### src/rtl/register_packet_controller.sv
// register_packet_controller
//   Parses byte packets from a receive stream into register writes and reads.
//   A read is answered with a response packet on the transmit stream.
//   Packet in : SYNC, CMD (00 = write, 01 = read), ADDR, [DATA_LENGTH bytes MSB first]
//   Packet out: SYNC, ADDR, DATA_LENGTH bytes MSB first
//
// Ports
//   ipClk, ipReset          clock (rising edge), async active-high reset
//   ipRxData/ipRxValid      received byte and one-cycle strobe
//   opTxData/opTxValid      response byte, held until ipTxReady accepts it
//   ipTxReady               sink ready; a byte moves when valid and ready are both high
//   opAddress, opWrData     register address and write data
//   opWrEnable, opRdEnable  one-cycle register write / read strobes
//   ipRdData/ipRdValid      read data and its qualifier
//   opBusy                  high whenever the parser is not idle
//   opError                 one-cycle error pulse
//
// state     | meaning
// ----------+-----------------------------------------------------------
// IDLE      | hunting for SYNC, other bytes discarded silently
// GET_CMD   | waiting for command byte
// GET_ADDR  | waiting for address byte
// GET_DATA  | collecting write data bytes
// WRITE     | opWrEnable asserted for this single cycle
// READ_WAIT | waiting for ipRdValid or timeout
// SEND_SYNC | presenting SYNC on the transmit side
// SEND_ADDR | presenting the address
// SEND_DATA | presenting read data bytes, MSB first
module register_packet_controller #(
  parameter int unsigned DATA_LENGTH = 4,
  parameter logic [7:0]  SYNC        = 8'h55,
  parameter int unsigned TIMEOUT     = 255
) (
  input  logic                       ipClk,
  input  logic                       ipReset,
  input  logic [7:0]                 ipRxData,
  input  logic                       ipRxValid,
  output logic [7:0]                 opTxData,
  output logic                       opTxValid,
  input  logic                       ipTxReady,
  output logic [7:0]                 opAddress,
  output logic [8*DATA_LENGTH-1:0]   opWrData,
  output logic                       opWrEnable,
  output logic                       opRdEnable,
  input  logic [8*DATA_LENGTH-1:0]   ipRdData,
  input  logic                       ipRdValid,
  output logic                       opBusy,
  output logic                       opError
);

  localparam int W   = 8 * DATA_LENGTH;
  localparam int BCW = $clog2(DATA_LENGTH) + 1;
  localparam int TCW = $clog2(TIMEOUT + 1);

  localparam logic [BCW-1:0] LAST_BYTE = BCW'(DATA_LENGTH - 1);
  localparam logic [TCW-1:0] LAST_WAIT = TCW'(TIMEOUT - 1);

  typedef enum logic [3:0] {
    IDLE,
    GET_CMD,
    GET_ADDR,
    GET_DATA,
    WRITE,
    READ_WAIT,
    SEND_SYNC,
    SEND_ADDR,
    SEND_DATA
  } state_t;

  state_t         state_q, state_d;
  logic           cmd_rd_q, cmd_rd_d;
  logic [7:0]     addr_q, addr_d;
  logic [W-1:0]   wdata_q, wdata_d;
  logic [W-1:0]   rdata_q, rdata_d;
  logic [BCW-1:0] bcnt_q, bcnt_d;
  logic [TCW-1:0] tcnt_q, tcnt_d;
  logic           rd_en_q, rd_en_d;
  logic           err_q, err_d;
  logic           rx_drop;

  always_ff @(posedge ipClk or posedge ipReset) begin
    if (ipReset) begin
      state_q  <= IDLE;
      cmd_rd_q <= 1'b0;
      addr_q   <= '0;
      wdata_q  <= '0;
      rdata_q  <= '0;
      bcnt_q   <= '0;
      tcnt_q   <= '0;
      rd_en_q  <= 1'b0;
      err_q    <= 1'b0;
    end else begin
      state_q  <= state_d;
      cmd_rd_q <= cmd_rd_d;
      addr_q   <= addr_d;
      wdata_q  <= wdata_d;
      rdata_q  <= rdata_d;
      bcnt_q   <= bcnt_d;
      tcnt_q   <= tcnt_d;
      rd_en_q  <= rd_en_d;
      err_q    <= err_d;
    end
  end

  // Bytes arriving while the controller cannot parse them are lost and flagged.
  assign rx_drop = ipRxValid && (state_q == WRITE     || state_q == READ_WAIT ||
                                 state_q == SEND_SYNC || state_q == SEND_ADDR ||
                                 state_q == SEND_DATA);

  always_comb begin
    state_d  = state_q;
    cmd_rd_d = cmd_rd_q;
    addr_d   = addr_q;
    wdata_d  = wdata_q;
    rdata_d  = rdata_q;
    bcnt_d   = bcnt_q;
    tcnt_d   = tcnt_q;
    rd_en_d  = 1'b0;
    err_d    = rx_drop;

    case (state_q)
      IDLE: begin
        bcnt_d = '0;
        tcnt_d = '0;
        if (ipRxValid && ipRxData == SYNC) state_d = GET_CMD;
      end

      GET_CMD: begin
        if (ipRxValid) begin
          if (ipRxData == 8'h00) begin
            cmd_rd_d = 1'b0;
            state_d  = GET_ADDR;
          end else if (ipRxData == 8'h01) begin
            cmd_rd_d = 1'b1;
            state_d  = GET_ADDR;
          end else begin
            err_d   = 1'b1;
            state_d = IDLE;
          end
        end
      end

      GET_ADDR: begin
        if (ipRxValid) begin
          addr_d = ipRxData;
          bcnt_d = '0;
          tcnt_d = '0;
          if (cmd_rd_q) begin
            rd_en_d = 1'b1;
            state_d = READ_WAIT;
          end else begin
            state_d = GET_DATA;
          end
        end
      end

      GET_DATA: begin
        if (ipRxValid) begin
          wdata_d = (wdata_q << 8) | W'(ipRxData);
          if (bcnt_q == LAST_BYTE) begin
            bcnt_d  = '0;
            state_d = WRITE;
          end else begin
            bcnt_d = bcnt_q + BCW'(1);
          end
        end
      end

      WRITE: state_d = IDLE;

      READ_WAIT: begin
        tcnt_d = tcnt_q + TCW'(1);
        // Read data is ignored while the read strobe itself is high; when data
        // and timeout coincide the data is taken and no error is raised.
        if (ipRdValid && !rd_en_q) begin
          rdata_d = ipRdData;
          tcnt_d  = '0;
          state_d = SEND_SYNC;
        end else if (tcnt_q == LAST_WAIT) begin
          rdata_d = '1;
          err_d   = 1'b1;
          tcnt_d  = '0;
          state_d = SEND_SYNC;
        end
      end

      SEND_SYNC: if (ipTxReady) state_d = SEND_ADDR;

      SEND_ADDR: begin
        if (ipTxReady) begin
          bcnt_d  = '0;
          state_d = SEND_DATA;
        end
      end

      SEND_DATA: begin
        if (ipTxReady) begin
          rdata_d = rdata_q << 8;
          if (bcnt_q == LAST_BYTE) begin
            bcnt_d  = '0;
            state_d = IDLE;
          end else begin
            bcnt_d = bcnt_q + BCW'(1);
          end
        end
      end

      default: state_d = IDLE;
    endcase
  end

  always_comb begin
    opTxData = 8'h00;
    case (state_q)
      SEND_SYNC: opTxData = SYNC;
      SEND_ADDR: opTxData = addr_q;
      SEND_DATA: opTxData = rdata_q[W-1 -: 8];
      default:   opTxData = 8'h00;
    endcase
  end

  assign opTxValid  = (state_q == SEND_SYNC) || (state_q == SEND_ADDR) ||
                      (state_q == SEND_DATA);
  assign opAddress  = addr_q;
  assign opWrData   = wdata_q;
  assign opWrEnable = (state_q == WRITE);
  assign opRdEnable = rd_en_q;
  assign opBusy     = (state_q != IDLE);
  assign opError    = err_q;

endmodule

### config.mk
export PLATFORM = sky130hd
export DESIGN_NAME = register_packet_controller
export DESIGN_NICKNAME = d
export VERILOG_FILES = /design/src/rtl/register_packet_controller.sv
export SDC_FILE = /design/constraint.sdc
export NUM_CORES = 1
export LEC_CHECK = 0
export CAP_MARGIN = 20
export CORE_ASPECT_RATIO = 2
export CORE_UTILIZATION = 53
export DETAILED_ROUTE_END_ITERATION = 10
export PLACE_DENSITY = 0.84
export SETUP_SLACK_MARGIN = 0.02
export SYNTH_ARGS = -nofsm -noshare
export SYNTH_HDL_FRONTEND = slang
export SYNTH_SLANG_ARGS = --single-unit
### constraint.sdc
create_clock -name ipClk -period 5.8 [get_ports ipClk]
set_input_delay 0.87 -clock ipClk [delete_from_list [all_inputs] [get_ports ipClk]]
set_output_delay 0.87 -clock ipClk [all_outputs]
set_load 0.02 [all_outputs]
==> results_dict.tcl <==
set metrics [dict create \
    grt_pass1_vias 3282 \
    grt_remaining_overflow 0 \
    async_flop_share_pct 100.0 \
    netlist_area_mm2 0.004230 \
    ant_nets 0 \
    worstPathMaxFanout 32 \
    start_util_pct 55.25 \
    synth_cells 409 \
    cts.sinks 90 \
    drive_above_1_share_pct 14.83 \
    nets 542 \
    portBuffers 97 \
    htreeDepth 3 \
    place_ws_ns 2.182 \
    hold_viol_final 0 \
    cts_root_buf "clkbuf_16" \
    track_usage_pct 24.43 \
    power.total_w 0.001839 \
    final_area_mm2 0.005520 \
    synthFlopType "dfrtp_1" \
    drtPass1Iterations 4 \
    wl_per_cell_um 15.84 \
    seqPwrFrac_pct 45.7 \
    yosys_warnings 0 \
    cp_slowest_cell "and3_1" \
    vias 3350 \
    syn_nets 457 \
    cts_tree "built" \
    syn_avg_cell_area_um2 10.34 \
    vias_per_cell 5.649 \
    place_congestion 0.8336 \
    cts_hold_buf 0 \
    synth.distinct_cells 42 \
    synth-seq-area-share_pct 53.24 \
    swShare_pct 30.80 \
    stdcell_count 593 \
    worst_setup_hold_path_clk_slew_ns 0.06 \
    fmax_mhz 260.7 \
    synth-edff-count 0 \
    antenna_cells 0 \
    cp_top_family "simple AND/OR/NAND/NOR gates" \
    die_y_um 128.3 \
    worstPathArrival_ns 2.97 \
    fillCellCount 581 \
    place_area_mm2 0.005239 \
    fin_ws_ns 1.964 \
    powerDensity_mw_per_mm2 333.1 \
    period_needed_ns 3.836 \
    power_frac_comb_pct 24.8 \
    tightestPinTransition_ns 1.057 \
    cts-buffers-inserted 9 \
    synth_seq_cells 90 \
    drc 0 \
    layout_commonest_cell "clkdlybuf4s50_1" \
    setup_tns_ns 0 \
    placed_cells 577 \
    wl_um 9394 \
    finalMaxSlewViolations 0 \
    rows 45 \
    coreArea_mm2 0.007657 \
    dp_hpwl_um 6617 \
    clock_skew_ns 0.004829 \
    end_kind "primary output" \
    clock_latency_ns 0.34 \
    syn_to_final_growth_pct 30.49 \
    slew_headroom_pct 29.35 \
    grt_antenna_before_repair 0 \
    worstPathRequired_ns 4.93 \
    drt_iter0_drc 217 \
    rsz0062_at_grt "false" \
    finalSetupViolations 0 \
    path_cells "nor2_1 > and3_1 > nand2_1 > o21ai_0 > clkdlybuf4s50_1" \
    clockPowerShare_pct 29.6 \
    critical_path_buf_inv_count 1 \
    internal-power_w 0.001272 \
    status "complete, no violations" \
    p_leak_nw 2.472 \
    holdCritPathClass "register to register" \
    crit_path_start_kind "register" \
    cts_repair_resize_count 0 \
    post_cts_buffers 0 \
    clockBufferDepth 2 \
    max_cap_viol_count 0 \
    p_sw_w 0.0005663 \
    io_pins 98 \
    max_stage_delay_ns 0.82 \
    path_class "register to primary output" \
    peakVddDrop_mv 0.2091 \
    fin_crit_sh_pct 66.13 \
    dieArea_mm2 0.008365 \
    die_x_um 65.18 \
    grt_pass1_wl_um 15590 \
    grt_max_degree 65 \
    final_cell_mix "clkdlybuf4s50_1 (97), dfrtp_1 (90), o21ai_0 (80)" \
]
[worst paths after layout]
check | startpoint | endpoint | slack, ns | depth (start not counted)
setup / recovery | state_q[2] | opTxData[6] | 1.96 | 5
hold / removal | rdata_q[6] | rdata_q[6] | 0.48 | 2
setup reg to reg | state_q[1] | state_q[1] | 2.88 | 5
hold reg to reg | rdata_q[6] | rdata_q[6] | 0.48 | 2
max in group asynchronous | ipReset | rdata_q[5] | 3.80 | 3
min in group asynchronous | ipReset | rdata_q[15] | 0.92 | 2
[metal layers]
metal	track usage (%)	part of all wire (%)
met3	4.965	4.7
met5	0	0
met4	8.951	2.3
met1	30.03	39
met2	41.78	54
[cell families (layout without fill, tap and decap cells)]
logic type	Yosys count	after routing	share of synthesized area, %
fa+ha+maj	3	3	0.8874
buf+inv	35	125	3.461
compound gates	108	108	14.40
simple gates	125	125	14.94
mux	48	48	13.07
flops	90	90	53.24
[state kept, by name, indices dropped and copies added (netlist names)]
register and flops:
opRdEnable 1, opWrData 32, rdata_q 32, opAddress 8, bcnt_q 3, tcnt_q 8
state_q 4, cmd_rd_q 1, opError 1
[final cells by class]
class / instances / area, um^2 / share of cell area (%)
flip-flops and latches: 90 / 2252 / 40.80
multi-input cells: 284 / 1841 / 33.34
repair buffers: 100 / 993.5 / 18.00
clock buffers: 11 / 242.7 / 4.397
well taps: 94 / 117.6 / 2.131
clock inverters: 5 / 38.79 / 0.7026
inverters: 9 / 35.03 / 0.6346
[Yosys cell counts, types with 2 or more instances]
master | count | area, um^2
o22ai_1 | 2 | 12.51
clkbuf_1 | 19 | 71.32
a22o_1 | 6 | 52.55
mux2_2 | 42 | 473.0
nor4_1 | 2 | 12.51
a211oi_1 | 2 | 15.01
ha_1 | 3 | 37.54
nor3_1 | 6 | 30.03
dfrtp_1 | 90 | 2252
nor2b_1 | 3 | 18.77
mux2i_1 | 2 | 20.02
buf_2 | 6 | 30.03
a21oi_1 | 7 | 35.03
nand4_1 | 3 | 18.77
or3_1 | 27 | 168.9
nand3_1 | 5 | 25.02
nand2_1 | 52 | 195.2
a21o_1 | 3 | 22.52
and3_1 | 3 | 18.77
o21ai_0 | 80 | 400.4
or2_2 | 3 | 18.77
inv_1 | 9 | 33.78
mux2_4 | 4 | 60.06
nor2_1 | 12 | 45.04
[tightest hold or removal path, cell delays in order (launching register included)]
cell and delay [ns]:
dfrtp_1 0.34, nand2_1 0.04, o21ai_0 0.06
[power groups by stage]
stage          sequential, W  clock (W)  combinational, W
2_1_floorplan       0.000852          0          0.000279
3_3_place_gp        0.000841          0          0.000440
3_5_place_dp        0.000849          0          0.000455
4_1_cts             0.000838   0.000550          0.000459
5_1_grt             0.000855   0.000579          0.000502
6_report            0.000840   0.000544          0.000455
[metrics by stage]
| stage | utilization, % | hold WS [ns] |
|---|---|---|
| after floorplan | - | 0.4447 |
| after global placement | 68.42 | 0.4556 |
| after detailed placement | 68.42 | 0.4650 |
| after CTS | 72.09 | 0.4793 |
| after global routing | 72.09 | 0.5028 |
| final | 72.09 | 0.4760 |
Note: power is estimated with default switching activity, not from simulation.
